**src/rtl/servo_pwm_decoder.sv**
```systemverilog
// Servo pulse-width decoder: measures the high time of a 50 Hz servo pulse and quantizes it to an angle bin 0..8.
// Optional input glitch filter enabled by defining SERVO_DECODER_GLITCH_FILTER_EN.
module servo_pwm_decoder #(
    parameter int               MIN_WIDTH_CYC = 36_864,
    parameter int               MAX_WIDTH_CYC = 258_048,
    parameter int               TIMEOUT_CYC   = 3_932_160,
    parameter int               GLITCH_CYC    = 8,
    parameter logic [7:0][21:0] MID_CYC       = {22'd224_256, 22'd200_909, 22'd177_562, 22'd154_214,
                                                 22'd130_867, 22'd107_520, 22'd84_173,  22'd60_825}
) (
    input  logic        clk_in,
    input  logic        rst_in,
    input  logic        pwm_in,
    output logic [3:0]  bin_out,
    output logic [21:0] width_out,
    output logic        valid_out,
    output logic        width_err_out,
    output logic        lost_out,
    output logic [1:0]  dbg_state_out
);

    typedef enum logic [1:0] {
        ST_SYNC      = 2'd0,
        ST_WAIT_RISE = 2'd1,
        ST_HIGH      = 2'd2
    } state_t;

`ifdef SERVO_DECODER_GLITCH_FILTER_EN
    localparam bit FILTER_EN = 1'b1;
`else
    localparam bit FILTER_EN = 1'b0;
`endif

    localparam logic [21:0] MIN_W = 22'(MIN_WIDTH_CYC);
    localparam logic [21:0] MAX_W = 22'(MAX_WIDTH_CYC);
    localparam logic [21:0] SAT_W = 22'(MAX_WIDTH_CYC + 1);
    localparam logic [21:0] TO_W  = 22'(TIMEOUT_CYC);
    // The conditioning pipeline reads low for this many cycles after reset even if the pin is high,
    // so SYNC demands one more consecutive low than that before it trusts the level.
    localparam int SETTLE = 3 + (FILTER_EN ? GLITCH_CYC : 0);
    localparam int SW     = $clog2(SETTLE);

    state_t        state, state_nxt;
    logic          sync1, sync2, lvl, lvl_d;
    logic          rise, fall, timeout, done, in_range;
    logic [21:0]   wcnt, per_cnt;
    logic [SW-1:0] settle_cnt;
    logic [3:0]    bin_dec;

    always_ff @(posedge clk_in) begin
        if (!rst_in) begin
            sync1 <= 1'b0;
            sync2 <= 1'b0;
        end else begin
            sync1 <= pwm_in;
            sync2 <= sync1;
        end
    end

`ifdef SERVO_DECODER_GLITCH_FILTER_EN
    localparam int FW = $clog2(GLITCH_CYC + 1);
    logic          filt;
    logic [FW-1:0] fcnt;

    always_ff @(posedge clk_in) begin
        if (!rst_in) begin
            filt <= 1'b0;
            fcnt <= '0;
        end else if (sync2 != filt) begin
            if (fcnt == FW'(GLITCH_CYC - 1)) begin
                filt <= sync2;
                fcnt <= '0;
            end else begin
                fcnt <= fcnt + 1'b1;
            end
        end else begin
            fcnt <= '0;
        end
    end

    assign lvl = filt;
`else
    assign lvl = sync2;
`endif

    assign rise    = lvl & ~lvl_d;
    assign fall    = ~lvl & lvl_d;
    assign timeout = (per_cnt == TO_W);

    always_comb begin
        state_nxt = state;
        case (state)
            ST_SYNC:      if (!lvl && settle_cnt == SW'(SETTLE - 1)) state_nxt = ST_WAIT_RISE;
            ST_WAIT_RISE: if (rise) state_nxt = ST_HIGH;
                          else if (timeout) state_nxt = ST_SYNC;
            ST_HIGH:      if (fall) state_nxt = ST_WAIT_RISE;
                          else if (timeout) state_nxt = ST_SYNC;
            default:      state_nxt = ST_SYNC;
        endcase
    end

    // bin = number of midpoints strictly below the measured width
    always_comb begin
        bin_dec = 4'd0;
        for (int i = 0; i < 8; i++) begin
            if (wcnt > MID_CYC[i]) bin_dec = bin_dec + 4'd1;
        end
    end

    assign in_range = (wcnt >= MIN_W) && (wcnt <= MAX_W);

    always_ff @(posedge clk_in) begin
        if (!rst_in) begin
            state      <= ST_SYNC;
            lvl_d      <= 1'b0;
            settle_cnt <= '0;
            per_cnt    <= '0;
            wcnt       <= '0;
            done       <= 1'b0;
        end else begin
            state <= state_nxt;
            lvl_d <= lvl;
            done  <= (state == ST_HIGH) && fall;

            if (state != ST_SYNC || lvl) settle_cnt <= '0;
            else if (settle_cnt != SW'(SETTLE - 1)) settle_cnt <= settle_cnt + 1'b1;

            if (rise) per_cnt <= '0;
            else if (per_cnt != '1) per_cnt <= per_cnt + 22'd1;

            if (state == ST_WAIT_RISE && rise) wcnt <= 22'd1;
            else if (state == ST_HIGH && lvl && wcnt < SAT_W) wcnt <= wcnt + 22'd1;
        end
    end

    // valid_out / width_err_out are single-cycle strobes one cycle after the falling edge is registered.
    always_ff @(posedge clk_in) begin
        if (!rst_in) begin
            bin_out       <= 4'd0;
            width_out     <= 22'd0;
            valid_out     <= 1'b0;
            width_err_out <= 1'b0;
            lost_out      <= 1'b1;
        end else begin
            valid_out     <= done && in_range;
            width_err_out <= done && !in_range;
            if (done) width_out <= wcnt;
            if (done && in_range) bin_out <= bin_dec;
            if (timeout) lost_out <= 1'b1;
            else if (done && in_range) lost_out <= 1'b0;
        end
    end

    assign dbg_state_out = state;

endmodule

```
**config.mk**
```make
export PLATFORM = sky130hd
export DESIGN_NAME = servo_pwm_decoder
export DESIGN_NICKNAME = d
export VERILOG_FILES = /design/src/rtl/servo_pwm_decoder.sv
export SDC_FILE = /design/constraint.sdc
export NUM_CORES = 1
export LEC_CHECK = 0
export CAP_MARGIN = 20
export CORE_MARGIN = 2
export CORE_UTILIZATION = 35
export DETAILED_ROUTE_END_ITERATION = 6
export PLACE_DENSITY_LB_ADDON = 0.2
export SLEW_MARGIN = 15
export SYNTH_ARGS = -nofsm -noshare
export SYNTH_HDL_FRONTEND = slang
export SYNTH_SLANG_ARGS = --single-unit
```
**constraint.sdc**
```tcl
create_clock -name clk_in -period 12.35 [get_ports clk_in]
set_input_delay 3.0875 -clock clk_in [delete_from_list [all_inputs] [get_ports clk_in]]
set_output_delay 3.0875 -clock clk_in [all_outputs]
set_load 0.02 [all_outputs]
```
==> impl_metrics.json, run 1 <==
{
  "slew_viol_final": 0,
  "synth-xor-area-share_pct": 8.960,
  "p_int_mw": 0.4424,
  "firstDrtPassIters": 5,
  "crit_required_ns": 12.55,
  "grt_antenna_before_repair": 0,
  "netlist_top_cells_area": "dfxtp_1 37%, mux2i_1 5.9%, nor2_1 5.9%, xor2_1 4.9%, nor2b_1 3.8%",
  "yosys.area.top_type": "dfxtp_1",
  "yosysTopAreaCellShare_pct": 36.63,
  "nNetsFinal": 557,
  "comb_power_share_pct": 5.7,
  "cts-root-buf": "clkbuf_16",
  "pwr-share-clk_pct": 46.5,
  "worst_pin_slew_ns": 0.9995,
  "p_per_area_nw_per_um2": 110.3,
  "dp.cells": 703,
  "routed_wl_mm": 10.32,
  "hpwlAfterDp_mm": 7.240,
  "antenna_left": 0,
  "clkSinkCount": 81,
  "syn_area_um2": 4427,
  "ios": 34,
  "final_cells": 718,
  "maxCapViolations": 0,
  "grtUsageTotal_pct": 16.11,
  "pwr-share-seq_pct": 47.8,
  "diodes": 0,
  "worst_ep_arrival_time_ns": 5.96,
  "finalSetupViolations": 0,
  "dieArea_um2": 13560,
  "switching_share_pct": 22.43,
  "yosysUniqueCellTypes": 60,
  "hp-class": "reg2reg",
  "clk_latency_ns": 0.34,
  "synthArstFlopShare_pct": 0,
  "slew_headroom_pct": 33.37,
  "grt_overflow": 0,
  "globalplace.congestion": 0.8745,
  "post-cts-setup-buffer-count": 0,
  "start_util_pct": 35.51,
  "yosys.area_share.simple_pct": 29.82,
  "clk_pin_slew_ns": 0.06,
  "grt_pass1_wl_mm": 17.13,
  "h-tree-depth": 3,
  "grt_max_degree": 39,
  "synth_ff_type": "dfxtp_1",
  "finalHoldViolations": 0,
  "fin_skew_ns": 0.008591,
  "vias_per_cell": 5.221,
  "synth-compound-area-share_pct": 10.54,
  "dieWidth_um": 116.5,
  "yosysWarnings": 0,
  "design.core.area_um2": 12470,
  "drt_iter0_markers": 172,
  "routed-via-count": 3749,
  "utilization_pct": 41.47,
  "criticalPathCategory": "reg2reg",
  "tns_ns": 0,
  "outcome": "complete, no violations",
  "die_y_um": 116.5,
  "postCtsHoldBufs": 0,
  "wl_per_cell_um": 14.37,
  "synth_edf_count": 0,
  "drc": 0,
  "max_freq_mhz": 173.4,
  "cts_tree": "built",
  "cts_resized": 0,
  "grt_setup_unrepaired": "false",
  "critPathLaunchType": "register",
  "leakage_nw": 1.820,
  "io_buffer_count": 33,
  "synth_fp_nets": 540,
  "switchingPower_mw": 0.1280,
  "cts.path.max_buffers": 2,
  "period_share_pct": 46.71,
  "yosysSeqAreaShare_pct": 36.63,
  "yosys.area_share.adder_pct": 3.392,
  "rows": 41,
  "synth_top_family_by_area": "simple AND/OR/NAND/NOR gates",
  "syn-instance-count": 525,
  "vdd_drop_max_mv": 0.08425,
  "min_period_ns": 5.769,
  "syn_to_final_growth_pct": 16.79,
  "cp-end-kind": "register",
  "ys_ff_latch": 81,
  "drive_gt1_share_pct": 6.227,
  "numCtsBuffers": 9,
  "postSynthAreaPerCell_um2": 8.432,
  "synth.area.mux_share_pct": 6.133,
  "worstPathMaxFanout": 8,
  "grt_pass1_vias": 3535
}
synthesized netlist by cell type (all sizes together) (2+ instances only):
library cell and number:
nor2b 27, a211oi 6, o211a 2, nand3 19, xnor2 16, o31ai 3
or4 4, and4 4, nor4 10, and2 9, o21ai 14, or3 6
and4b 2, clkbuf 19, nor3 11, or2 4, a21o 2, nor2 69
nor4bb 3, xor2 25, o21a 2, nor4b 4, ha 12, nand2b 6
nand4 14, mux2i 26, a21oi 17, nand4b 3, or4b 2, and3 8
a31oi 6, nand2 33, o2111ai 2, o2111a 2, buf 11, o211ai 8
dfxtp 81, nor3b 4, inv 21
sequential cells by signal (all words and copies together), names as in the netlist, 2 cells and up:
name           cells
width_out         22
settle_cnt         2
per_cnt           22
bin_out            4
dbg_state_out      2
wcnt              22
critical path: stages, from the launching register on:
cell and delay [ns]:
dfxtp_1 0.36, inv_1 0.12, ha_1 0.21, nor2b_1 0.16, o21ai_0 0.12, a21oi_1 0.17, and4b_1 0.21, o2111a_1 0.22
or3_1 0.38, ha_1 0.42, nor3_1 0.10, a21oi_2 0.17, or4b_4 0.50, nand2_2 0.14, inv_2 0.05, ha_1 0.29
or3_1 0.38, o2111ai_1 0.15, nand2_1 0.11, ha_1 0.21, nand2_1 0.06, xnor3_1 0.40, xor2_1 0.26, o211ai_2 0.16
mux2i_1 0.19, o211ai_1 0.10
power groups by stage:
stage | combinational [mW] | clock [mW] | sequential [mW]
after global routing | 0.0377 | 0.285 | 0.273
after global placement | 0.0312 | 0 | 0.278
after detailed placement | 0.0332 | 0 | 0.278
final | 0.0324 | 0.265 | 0.273
after CTS | 0.0336 | 0.272 | 0.273
after floorplan | 0.0228 | 0 | 0.278
cells in the final DEF, fill, tap and decap left out, types with 3 or more instances in the layout:
master / count
a211oi_1: 5
a21oi_1: 15
a31oi_1: 6
and2_1: 9
and3_1: 8
and4_1: 4
buf_4: 3
clkbuf_16: 9
clkdlybuf4s50_1: 33
dfxtp_1: 81
ha_1: 12
inv_1: 20
mux2i_1: 26
nand2_1: 32
nand2b_1: 6
nand3_1: 19
nand4_1: 14
nand4b_1: 3
nor2_1: 69
nor2b_1: 27
nor3_1: 11
nor3b_1: 4
nor4_1: 9
nor4b_1: 3
nor4bb_1: 3
o211ai_1: 7
o21ai_0: 9
o21ai_1: 5
or2_2: 3
or3_1: 6
or4_1: 4
xnor2_1: 14
xor2_1: 25
metrics by stage:
stage | total power, mW | setup WS, ns | hold slack (ns) | cell area [µm²]
global placement | 0.3090 | 6.858 | 0.4248 | 4873
floorplan | 0.3012 | 7.029 | 0.4119 | 4427
detailed placement | 0.3116 | 6.636 | 0.4356 | 4873
global route | 0.5963 | 6.140 | 0.4603 | 5170
CTS | 0.5787 | 6.600 | 0.4497 | 5170
finish | 0.5704 | 6.581 | 0.4419 | 5170
layer usage:
metal | GRT usage (%) | vias to the layer above | routed length (µm) | share of wire, %
met4 | 8.730 | 0 | 291 | 2.8
met2 | 25.97 | 90 | 4853 | 47
li1 | - | 1876 | - | -
met5 | 0 | - | 0 | 0
met1 | 20.41 | 1761 | 4702 | 46
met3 | 3.010 | 22 | 470 | 4.6
cells by family (layout without fill, tap and decap cells):
logic type	count (synthesis)	in the layout
and+or+nand+nor	244	244
DFF	81	81
AOI/OAI and AO/OA	68	68
buffers and inverters	51	72
xor gates and xnor gates	42	42
muxes	27	27
adders and majority gates	12	12
path summary, 6_finish.rpt:
| kind | to | slack [ns] | startpoint | cells past startpoint |
|---|---|---|---|---|
| setup / recovery | bin_out[3] | 6.58 | wcnt[1] | 25 |
| hold / removal | lvl | 0.44 | sync1 | 1 |
| setup reg to reg | bin_out[3] | 6.58 | wcnt[1] | 25 |
| hold reg to reg | lvl | 0.44 | sync1 | 1 |
final cells by class:
| class | count | area (µm²) |
|---|---|---|
| Timing Repair Buffer | 36 | 352.8 |
| Fill cell | 1258 | 7296 |
| Sequential cell | 81 | 1622 |
| Clock buffer | 11 | 242.7 |
| Inverter | 21 | 78.83 |
| Tap cell | 172 | 215.2 |
| Multi-Input combinational cell | 393 | 2605 |
| Clock inverter | 4 | 53.80 |
Note: power is estimated with default switching activity, not from simulation.
==> run 2: changes to the inputs <==
clock period = 4.7 ns   (was 12.35 ns; I/O delays follow)
==> impl_metrics.json, run 2 (same netlist as run 1, synthesis figures left out) <==
{
  "syn_to_final_growth_pct": 28.18,
  "finalSetupViolations": 0,
  "vdd_drop_max_mv": 0.2161,
  "clk_pin_slew_ns": 0.06,
  "cts_tree": "built",
  "worst_ep_arrival_time_ns": 4.91,
  "grt.met3_usage_pct": 2.958,
  "final_cell_mix": "79 x dfxtp_1, 69 x nor2_1, 46 x buf_4",
  "num-fill-cells": 1198,
  "postCtsHoldBufs": 0,
  "use_met2_pct": 29.34,
  "routed-via-count": 3888,
  "reg2reg_from": "wcnt[1]",
  "vias_per_cell": 5.102,
  "utilization_pct": 45.52,
  "cts-root-buf": "clkbuf_16",
  "top_usage_layer": "met2",
  "path_delay_family": "simple AND/OR/NAND/NOR gates",
  "dieArea_um2": 13560,
  "routed_wl_mm": 10.81,
  "numCtsBuffers": 9,
  "fin_skew_ns": 0.005462,
  "dieWidth_um": 116.5,
  "place_ws_ns": -0.1105,
  "maxCapViolations": 0,
  "max_freq_mhz": 213.9,
  "largestRegisters": "per_cnt (22), wcnt (22), width_out (22)",
  "globalplace.congestion": 0.8654,
  "cp-end-kind": "register",
  "finalHoldViolations": 0,
  "cp_common_cell": "ha_4",
  "min_period_ns": 4.675,
  "holdPathEnd": "lvl",
  "h-tree-depth": 3,
  "grt_pass1_wl_mm": 18.24,
  "ff2ff_setup_slack_ns": 0.03,
  "drc": 0,
  "setup_ws_ns": 0.02547,
  "hp-class": "reg2reg",
  "leakage_nw": 2.069,
  "p_per_area_nw_per_um2": 276.7,
  "worst_hold_startpoint": "sync1",
  "design.core.area_um2": 12470,
  "die_y_um": 116.5,
  "period_share_pct": 99.46,
  "outcome": "complete, no violations",
  "firstDrtPassIters": 5,
  "rr_endpoint": "bin_out[2]",
  "crit_required_ns": 4.93,
  "drt_iter0_markers": 133,
  "grt_pass1_vias": 3769,
  "rows": 41,
  "min_path_cells": 1,
  "clkSinkCount": 81,
  "drive_gt1_share_pct": 16.95,
  "final_common_cell": "dfxtp_1",
  "p_total_mw": 1.570,
  "clk_latency_ns": 0.34,
  "antenna_left": 0,
  "critPathLaunchType": "register",
  "grt_overflow": 0,
  "grt_antenna_before_repair": 0,
  "grtUsageTotal_pct": 16.95,
  "cts.path.max_buffers": 2,
  "tns_ns": 0,
  "slew_headroom_pct": 42.12,
  "use_met1_pct": 20.90,
  "path_buf_inv": 3,
  "io_buffer_count": 33,
  "slew_viol_final": 0,
  "grt_max_degree": 24,
  "hpwlAfterDp_mm": 7.954,
  "ios": 34,
  "worstPathMaxFanout": 5,
  "reg2reg_depth": 26,
  "wl_per_cell_um": 14.19,
  "criticalPathCategory": "reg2reg",
  "cpMaxStageDelayCell": "or4b_4",
  "grt_setup_unrepaired": "true",
  "start_util_pct": 35.51,
  "diodes": 0,
  "nNetsFinal": 600,
  "worst_pin_slew_ns": 0.8682,
  "hold_ws_ns": 0.4422,
  "max_stage_delay_ns": 0.49
}
-- run 2: cell count changes in the layout (fill, tap and decap cells not counted), moves of 2 or more --
cell / delta
buf_4: +43
ha_1: -5
ha_4: +5
nand2_1: -3
dfxtp_1: -2
inv_1: -2
inv_4: +2
nand2_2: +2
-- run 2: worst max-delay path by stage --
stage	from	endpoint	slack, ns	cells after the start
3_5_place_dp	wcnt[1]	bin_out[3]	-0.11	25
6_report	wcnt[1]	bin_out[2]	0.03	26
5_1_grt	wcnt[1]	bin_out[3]	-0.23	25
2_1_floorplan	wcnt[1]	bin_out[2]	-0.01	26
4_1_cts	wcnt[1]	bin_out[3]	-0.009	25
3_3_place_gp	wcnt[1]	bin_out[2]	0.0009	25
-- run 2: worst reg2reg max path, stage by stage, from the launching register on --
cell and delay (ns):
dfxtp_4 0.35, inv_4 0.06, ha_4 0.12, nor2b_4 0.13, o21ai_2 0.05, a21oi_1 0.14
and4b_1 0.20, o2111a_1 0.24, or3_4 0.35, ha_4 0.30, nor3_2 0.05, a21oi_2 0.13
or4b_4 0.49, nand2_4 0.09, inv_4 0.04, ha_4 0.20, or3_1 0.32, o2111ai_2 0.09
nand2_2 0.11, ha_4 0.17, nand2_2 0.05, xnor3_1 0.24, xor2_2 0.18, buf_4 0.14
xor2_1 0.13, nand2_1 0.06, o211a_1 0.15
-- run 2: area by class of cell --
type | count | area, µm² | area share [%]
Sequential cell | 81 | 1627 | 28.67
Clock inverter | 7 | 101.3 | 1.786
Inverter | 21 | 83.83 | 1.477
Timing Repair Buffer | 79 | 675.6 | 11.91
Tap cell | 172 | 215.2 | 3.793
Multi-Input combinational cell | 393 | 2746 | 48.40
Clock buffer | 9 | 225.2 | 3.969
-- run 2: repair_timing --
item                                   4_1_cts  5_1_grt
buffers inserted                             1        1
gates cloned                                 0        0
endpoints found under the hold margin        0        0
setup endpoints to repair                    3        3
pin swaps                                    2        3
gates resized for setup                      6        6
-- run 2: per-layer routing --
| metal | routed length [µm] | up-vias | share of wire, % |
|---|---|---|---|
| met5 | 0 | - | 0 |
| li1 | - | 1958 | - |
| met2 | 5287 | 73 | 49 |
| met3 | 313 | 23 | 2.9 |
| met1 | 4944 | 1834 | 46 |
| met4 | 265 | 0 | 2.5 |
-- run 2: where the power goes --
group,leakage (nW),internal (mW),switching (mW)
combinational,1.26,0.0385,0.0495
sequential,0.655,0.702,0.0133
clock,0.158,0.471,0.297
total,2.07,1.21,0.359
-- run 2: per-stage QoR --
step | area [µm²] | cells
3_3_place_gp | 5269 | 744
4_1_cts | 5640 | 761
6_report | 5674 | 762
3_5_place_dp | 5269 | 744
5_1_grt | 5674 | 762
2_1_floorplan | 4537 | 525
==> run 3: changes to the inputs <==
ABC_AREA = 1   (was default)
CORE_ASPECT_RATIO = 1.25   (was default)
==> impl_metrics.json, run 3 <==
{
  "syn_area_um2": 4833,
  "diodes": 0,
  "dieArea_um2": 14770,
  "yosys.area.top_type": "dfxtp_1",
  "grt_pass1_wl_mm": 22.19,
  "outcome": "complete, no violations",
  "rows": 48,
  "syn-instance-count": 738,
  "routed-via-count": 4706,
  "clkSinkCount": 81,
  "io_buffer_count": 33,
  "finalSetupViolations": 0,
  "numCtsBuffers": 9,
  "ys_ff_latch": 81,
  "fin_skew_ns": 0.007394,
  "grt_max_degree": 47,
  "finalHoldViolations": 0,
  "final_area_um2": 5680,
  "drt_iter0_markers": 244,
  "netlist_top_cells_area": "dfxtp_1 34%, nand2_1 12%, inv_1 8.1%, nor2_1 6.2%, o21ai_0 5.5%",
  "slew_headroom_pct": 58.39,
  "grtUsageTotal_pct": 19.37,
  "period_share_pct": 91.39,
  "grt_pass1_vias": 4630,
  "cpMaxStageDelayCell": "dfxtp_1",
  "yosysTopAreaCellShare_pct": 33.55,
  "cts_tree": "built",
  "maxCapViolations": 0,
  "die_y_um": 135.4,
  "dieWidth_um": 109.1,
  "final_common_cell": "nand2_1",
  "design.core.area_um2": 13630,
  "synth_ff_type": "dfxtp_1",
  "cts-root-buf": "clkbuf_16",
  "cts.path.max_buffers": 2,
  "grt_antenna_before_repair": 0,
  "clk_latency_ns": 0.34,
  "postSynthAreaPerCell_um2": 6.549,
  "leakage_nw": 2.504,
  "globalplace.congestion": 0.9521,
  "reg2reg_from": "wcnt[11]",
  "grt_setup_unrepaired": "false",
  "synthMostInstantiatedCell": "nand2_1",
  "place_ws_ns": 0.2967,
  "tns_ns": 0,
  "drc": 0,
  "cp_common_cell": "nand2_1",
  "hpwlAfterDp_mm": 10.76,
  "largestRegisters": "per_cnt (22), wcnt (22), width_out (22)",
  "wl_per_cell_um": 14.23,
  "antenna_left": 0,
  "routed_wl_mm": 13.53,
  "drive_gt1_share_pct": 11.73,
  "synth_commonest_cells": "151 x nand2_1, 104 x inv_1, 81 x dfxtp_1",
  "slew_viol_final": 0,
  "cp-startpoint": "wcnt[11]",
  "synthArstFlopShare_pct": 0,
  "setup_ws_ns": 0.4048,
  "synth_edf_count": 0,
  "worst_pin_slew_ns": 0.6235,
  "h-tree-depth": 3,
  "worst_hold_startpoint": "sync1",
  "vdd_drop_max_mv": 0.1986,
  "hp-class": "reg2reg",
  "max_freq_mhz": 232.8,
  "crit_required_ns": 4.91,
  "max_stage_delay_ns": 0.38,
  "placed_area_um2": 5361,
  "yosysWarnings": 0,
  "clk_pin_slew_ns": 0.06,
  "synth_fp_nets": 753,
  "syn_to_final_growth_pct": 17.53,
  "start_util_pct": 35.45,
  "worst_ep_arrival_time_ns": 4.51,
  "nNetsFinal": 787,
  "p_per_area_nw_per_um2": 261.0,
  "cp-end-kind": "register",
  "yosysSeqAreaShare_pct": 33.55,
  "grt_overflow": 0,
  "yosysUniqueCellTypes": 42,
  "firstDrtPassIters": 4,
  "vias_per_cell": 4.948,
  "min_period_ns": 4.295,
  "ios": 34,
  "critPathLaunchType": "register",
  "final_cell_mix": "149 x nand2_1, 101 x inv_1, 77 x nor2_1",
  "worstPathMaxFanout": 8,
  "postCtsHoldBufs": 0,
  "criticalPathCategory": "reg2reg"
}
==> run 3: cell count changes in the layout (fill, tap and decap cells not counted), sizes merged, moves of 27 or more <==
cell / previous run / this run
inv: 23 / 116
nand3: 19 / 55
buf: 46 / 7
o21ai: 14 / 57
a21oi: 17 / 52
nand2: 33 / 168
nor2b: 27 / 0
==> run 3: what timing repair did <==
item,CTS,global route
resized for setup,0,20
buffers inserted,0,0
setup endpoints to repair,0,2
==> run 3: routing by layer <==
metal	GRT usage, %	part of all wire, %	routed length (µm)	vias up
li1	-	-	-	2451
met4	8.974	3.6	486	0
met2	36.99	55	7457	51
met3	3.271	1.8	237	35
met5	0	0	0	-
met1	20.09	40	5350	2169
==> run 3: kinds of logic after synthesis <==
family,Yosys count,share of synthesized area [%]
and+or+nand+nor,371,36.06
xor gates and xnor gates,15,2.718
AOI/OAI and AO/OA,123,13.80
DFF,81,33.55
adders and majority gates,12,3.106
buffers and inverters,136,10.77
==> run 3: cell type report <==
type                            instances  area (µm²)
Fill cell                            1401        7953
Multi-Input combinational cell        521        2709
Sequential cell                        81        1632
Inverter                              119       449.2
Timing Repair Buffer                   40       382.9
Clock buffer                           13       250.2
Tap cell                              175       219.0
Clock inverter                          2       38.79
==> run 3: critical path: cells and delay by family, from the launching register on <==
family | cells | cell delay (ns)
buffers and inverters | 4 | 0.24
and+or+nand+nor | 17 | 1.81
AOI/OAI and AO/OA | 3 | 0.54
DFF | 1 | 0.38
adders and majority gates | 4 | 1.17
==> run 3: path summary, 6_finish.rpt <==
path                      to  slack (ns)  depth (start not counted)
hold / removal           lvl        0.42                          2
setup reg to reg  bin_out[1]        0.40                         28
setup / recovery  bin_out[1]        0.40                         28
hold reg to reg          lvl        0.42                          2
==> run 3: metrics by stage <==
stage / hold slack (ns) / cells / power [mW] / utilization [%]
2_1_floorplan: 0.3905 / 738 / 0.7801 / -
3_3_place_gp: 0.3985 / 936 / 0.8060 / 39.33
3_5_place_dp: 0.4067 / 936 / 0.8092 / 39.33
4_1_cts: 0.4226 / 951 / 1.508 / 41.45
5_1_grt: 0.4636 / 951 / 1.551 / 41.67
6_report: 0.4173 / 951 / 1.483 / 41.67
==> run 3: power breakdown <==
part,switching (mW),internal [mW]
Clock,0.266,0.424
Combinational,0.0510,0.0319
Sequential,0.0100,0.700
